## config.mk

```make
export PLATFORM = sky130hd
export DESIGN_NAME = instruction_fetch_unit
export DESIGN_NICKNAME = d
export VERILOG_FILES = /design/src/rtl/instruction_fetch_unit.sv
export SDC_FILE = /design/constraint.sdc
export NUM_CORES = 1
export LEC_CHECK = 0
export CORE_UTILIZATION = 44
export DETAILED_ROUTE_END_ITERATION = 16
export GPL_TIMING_DRIVEN = 1
export PLACE_DENSITY = 0.95
export SLEW_MARGIN = 10
export SYNTH_ARGS = -nofsm -noshare
export SYNTH_HDL_FRONTEND = slang
export SYNTH_SLANG_ARGS = --single-unit
```

## constraint.sdc

```tcl
create_clock -name clk -period 2.7 [get_ports clk]
set_input_delay 0.675 -clock clk [delete_from_list [all_inputs] [get_ports clk]]
set_output_delay 0.675 -clock clk [all_outputs]
set_load 0.02 [all_outputs]
```

## src/rtl/instruction_fetch_unit.sv

```systemverilog
// Instruction fetch unit: issues word reads to instruction memory, holds each fetched
// word for the controller, applies PC-relative redirects, and stops on an all-zero word.
//
// state  | meaning
// S_REQ  | read strobe issued at pc
// S_WAIT | memory word arriving; captured at the end of this cycle
// S_HOLD | instruction presented to the controller until accepted
// S_HALT | zero word fetched; idle until reset
module instruction_fetch_unit #(
    parameter int                ADDR_W   = 8,
    parameter logic [ADDR_W-1:0] RESET_PC = '0
) (
    input  logic              clk,
    input  logic              rst_n,
    output logic              imem_rd_en,
    output logic [ADDR_W-1:0] imem_addr,
    input  logic [31:0]       imem_rdata,
    output logic              instr_valid,
    input  logic              instr_ready,
    output logic [31:0]       instruction,
    output logic [9:0]        opcode,
    output logic [ADDR_W-1:0] pc,
    input  logic              branch,
    input  logic [ADDR_W-1:0] branch_offset,
    output logic              halted
);

    typedef enum logic [1:0] {
        S_REQ,
        S_WAIT,
        S_HOLD,
        S_HALT
    } state_t;

    localparam logic [ADDR_W-1:0] PC_STEP = {{(ADDR_W-1){1'b0}}, 1'b1};

    state_t            state;
    state_t            state_nxt;
    logic [ADDR_W-1:0] pc_nxt;
    logic [31:0]       instr_nxt;

    always_ff @(posedge clk or negedge rst_n) begin
        if (!rst_n) begin
            state       <= S_REQ;
            pc          <= RESET_PC;
            instruction <= '0;
        end else begin
            state       <= state_nxt;
            pc          <= pc_nxt;
            instruction <= instr_nxt;
        end
    end

    always_comb begin
        state_nxt = state;
        pc_nxt    = pc;
        instr_nxt = instruction;
        case (state)
            S_REQ: state_nxt = S_WAIT;
            S_WAIT: begin
                instr_nxt = imem_rdata;
                state_nxt = (imem_rdata == 32'd0) ? S_HALT : S_HOLD;
            end
            S_HOLD: begin
                if (instr_ready) begin
                    pc_nxt    = branch ? (pc + branch_offset) : (pc + PC_STEP);
                    state_nxt = S_REQ;
                end
            end
            S_HALT: state_nxt = S_HALT;
            default: state_nxt = S_REQ;
        endcase
    end

    // The reset state is REQ, so the strobe is gated until reset is released.
    assign imem_rd_en  = (state == S_REQ) && rst_n;
    assign imem_addr   = pc;
    assign instr_valid = (state == S_HOLD);
    assign halted      = (state == S_HALT);
    assign opcode      = instruction[31:22];

endmodule

```

==> reports/metrics.yaml <==
outcome:
  status: "completed"
route:
  firstDrtPassIters: 4
  wl_mm: 4.97
  vias: 1671
  via_per_inst: 4.87
  drt_iter0_markers: 44
  wl_per_cell_um: 14.5
  ant_nets: 0
  remaining_drc_errors: 0
worst_setup_path:
  reg2reg_depth: 8
  reg2reg_from: "imem_addr[0]$_DFFE_PN0P_"
  worstPathRequired_ns: 2.94
  crit_fanout: 7
  critical_path.reg2reg.endpoint: "imem_addr[6]$_DFFE_PN0P_"
  cp_data_arrival_time_ns: 2.74
  rrSetupSlack_ns: 0.78
  endpoint_kind: "flip-flop"
  criticalPathCategory: "in2reg"
  start_kind: "input pin"
logic_synthesis:
  netlist-cell-type-count: 36
  synth_nets: 231
  synth_cells: 179
  yosysWarnings: 0
  synth-seq-cells: 42
  ys.flop_type: "dfrtp_1"
  async_flop_share_pct: 100
  yosysSeqAreaShare_pct: 48.6
  synth_area_mm2: 0.00216
  synth_edf_count: 0
  avgSynthCellArea_um2: 12.1
clock_tree:
  clock-sinks: 42
  ctsHtreeMaxLevel: 2
  cts_tree: "done"
  cts_buffers: 5
  clock-root-buffer: "clkbuf_8"
  clk_latency_ns: 0.30
  post_cts_resized: 0
  ctsHoldBuffers: 0
  clk_pin_slew_worst_paths_ns: 0.08
  postCtsSetupBuffers: 0
  cts_buffer_depth: 2
layout:
  insertedDiodeCount: 0
  layout-drive-gt1-share_pct: 15.9
  synthToLayoutAreaGrowth_pct: 51.5
  final_common_cell: "clkdlybuf4s50_1"
  final_cell_mix: "103 x clkdlybuf4s50_1, 42 x dfrtp_1, 20 x mux2_2"
  final_core_utilization_pct: 69.3
  fin_cells: 343
  final_nets: 327
  fillers: 371
sta:
  fin_crit_sh_pct: 92.6
  setup_violations: 0
  grt_setup_unrepaired: "no"
  period_minus_slack_ns: 2.50
  maxSlewViolCount: 0
  max_slew_margin_pct: 64.7
  worst_slew_pin_slew_ns: 0.530
  setup_slack_ns: 0.200
  fin_hold_ws_ns: 0.487
  fmax_mhz: 400
  fin_worst_skew_ns: 0.00678
  finalHoldViolations: 0
power:
  total_power_mw: 3.99
  ir_drop_uv: 677
  switchingPower_mw: 1.60
  seqPwrFrac_pct: 29.7
  p_sw_share_pct: 40.2
  clkPwrFrac_pct: 10.3
  power.density_mw_per_mm2: 1220
  p_leak_nw: 1.37
  combPwrFrac_pct: 60.0
  internal-power_mw: 2.38
floorplan:
  num_rows: 25
  die_h_um: 72.1
  ios: 105
  die_x_um: 72.1
  start_util_pct: 45.7
  core_mm2: 0.00472
  dieArea_mm2: 0.00520
global_route:
  grt_pass1_vias: 1653
  grt_max_degree: 43
  grt_pass1_wl_mm: 8.05
  grt_usage_pct: 20.4
  grt_overflow: 0
  antenna_found_initial: 0
placement:
  io_buffers: 104
  dpl.hpwl_mm: 3.96
  dp_slack_ns: -0.0979
  gp_congestion: 0.791
  place_inst: 335
flow_run:
  maxCapViolCount: 0
hold_path:
  hp-class: "in2async"
registers in the layout, summed over array words and instances, names as in the netlist:
register and cells:
imem_addr 8, instruction 32, state 2
worst max path at each step:
stage,startpoint,depth (start not counted),slack [ns],endpoint
floorplan,branch_offset[0],9,0.57,imem_addr[6]$_DFFE_PN0P_
global placement,branch,8,-0.009,imem_addr[7]$_DFFE_PN0P_
detailed placement,branch,10,-0.1,imem_addr[6]$_DFFE_PN0P_
CTS,branch,10,0.22,imem_addr[6]$_DFFE_PN0P_
global route,branch,10,0.06,imem_addr[6]$_DFFE_PN0P_
finish,branch,10,0.20,imem_addr[6]$_DFFE_PN0P_
critical path, cell delays in order:
cell and delay, ns:
clkdlybuf4s50_1 0.58, nand2b_1 0.09, ha_1 0.19, inv_1 0.07
fa_1 0.20, nor2b_1 0.06, o21ai_1 0.21, a21boi_2 0.10
or4_1 0.47, nand3_1 0.09
layer usage:
layer	wire length, µm	GRT usage [%]
met2	2450	34.3
met3	328	6.11
met1	2140	25.9
met5	0	0
met4	55	4.79
metrics by stage:
| step | setup TNS [ns] | cell area, µm² |
|---|---|---|
| 2_1_floorplan | 0 | 2160 |
| 3_3_place_gp | -0.0180 | 3180 |
| 3_5_place_dp | -0.186 | 3180 |
| 4_1_cts | 0 | 3270 |
| 5_1_grt | 0 | 3270 |
| 6_report | 0 | 3270 |
power groups by stage:
| stage | clock [mW] | sequential (mW) | combinational [mW] |
|---|---|---|---|
| global placement | 0 | 1.17 | 2.36 |
| detailed placement | 0 | 1.20 | 2.41 |
| finish | 0.410 | 1.18 | 2.39 |
| CTS | 0.420 | 1.19 | 2.42 |
| floorplan | 0 | 1.54 | 1.07 |
| global route | 0.450 | 1.23 | 2.55 |
layout make-up:
cell class	count	area [µm²]	share of cell area [%]
Timing Repair Buffer	112	1100	33.5
Inverter	5	18.8	0.573
Tap cell	67	83.8	2.56
Sequential cell	42	1050	32.1
Clock inverter	3	21.3	0.650
Clock buffer	5	68.8	2.10
Multi-Input combinational cell	109	933	28.5
cell usage after synthesis (2+ instances only):
master,instances,area (µm²)
nor4_1,8,50.1
dfrtp_1,42,1050
nand3_1,2,10.0
inv_1,5,18.8
nor3_1,2,10.0
nand2_1,9,33.8
a21oi_1,2,10.0
xor2_1,3,26.3
mux2_1,13,146
o21ai_1,6,30.0
and2_1,6,37.5
mux2_2,20,225
clkbuf_1,2,7.51
a21o_1,4,30.0
nor2_1,4,15.0
buf_4,18,135
nand2b_1,3,18.8
buf_2,3,15.0
ha_1,7,87.6
nand4_1,2,12.5
nor3b_1,3,22.5
kinds of logic (layout without fill, tap and decap cells):
family | after synthesis | in the layout | synth area share (%)
compound gates | 18 | 18 | 6.49
xor+xnor | 4 | 4 | 1.62
fa+ha+maj | 8 | 8 | 4.98
buf+inv | 28 | 125 | 8.16
flops | 42 | 42 | 48.6
mux | 33 | 33 | 17.2
simple gates | 46 | 46 | 12.9
Power figures use the tool's default switching activity.
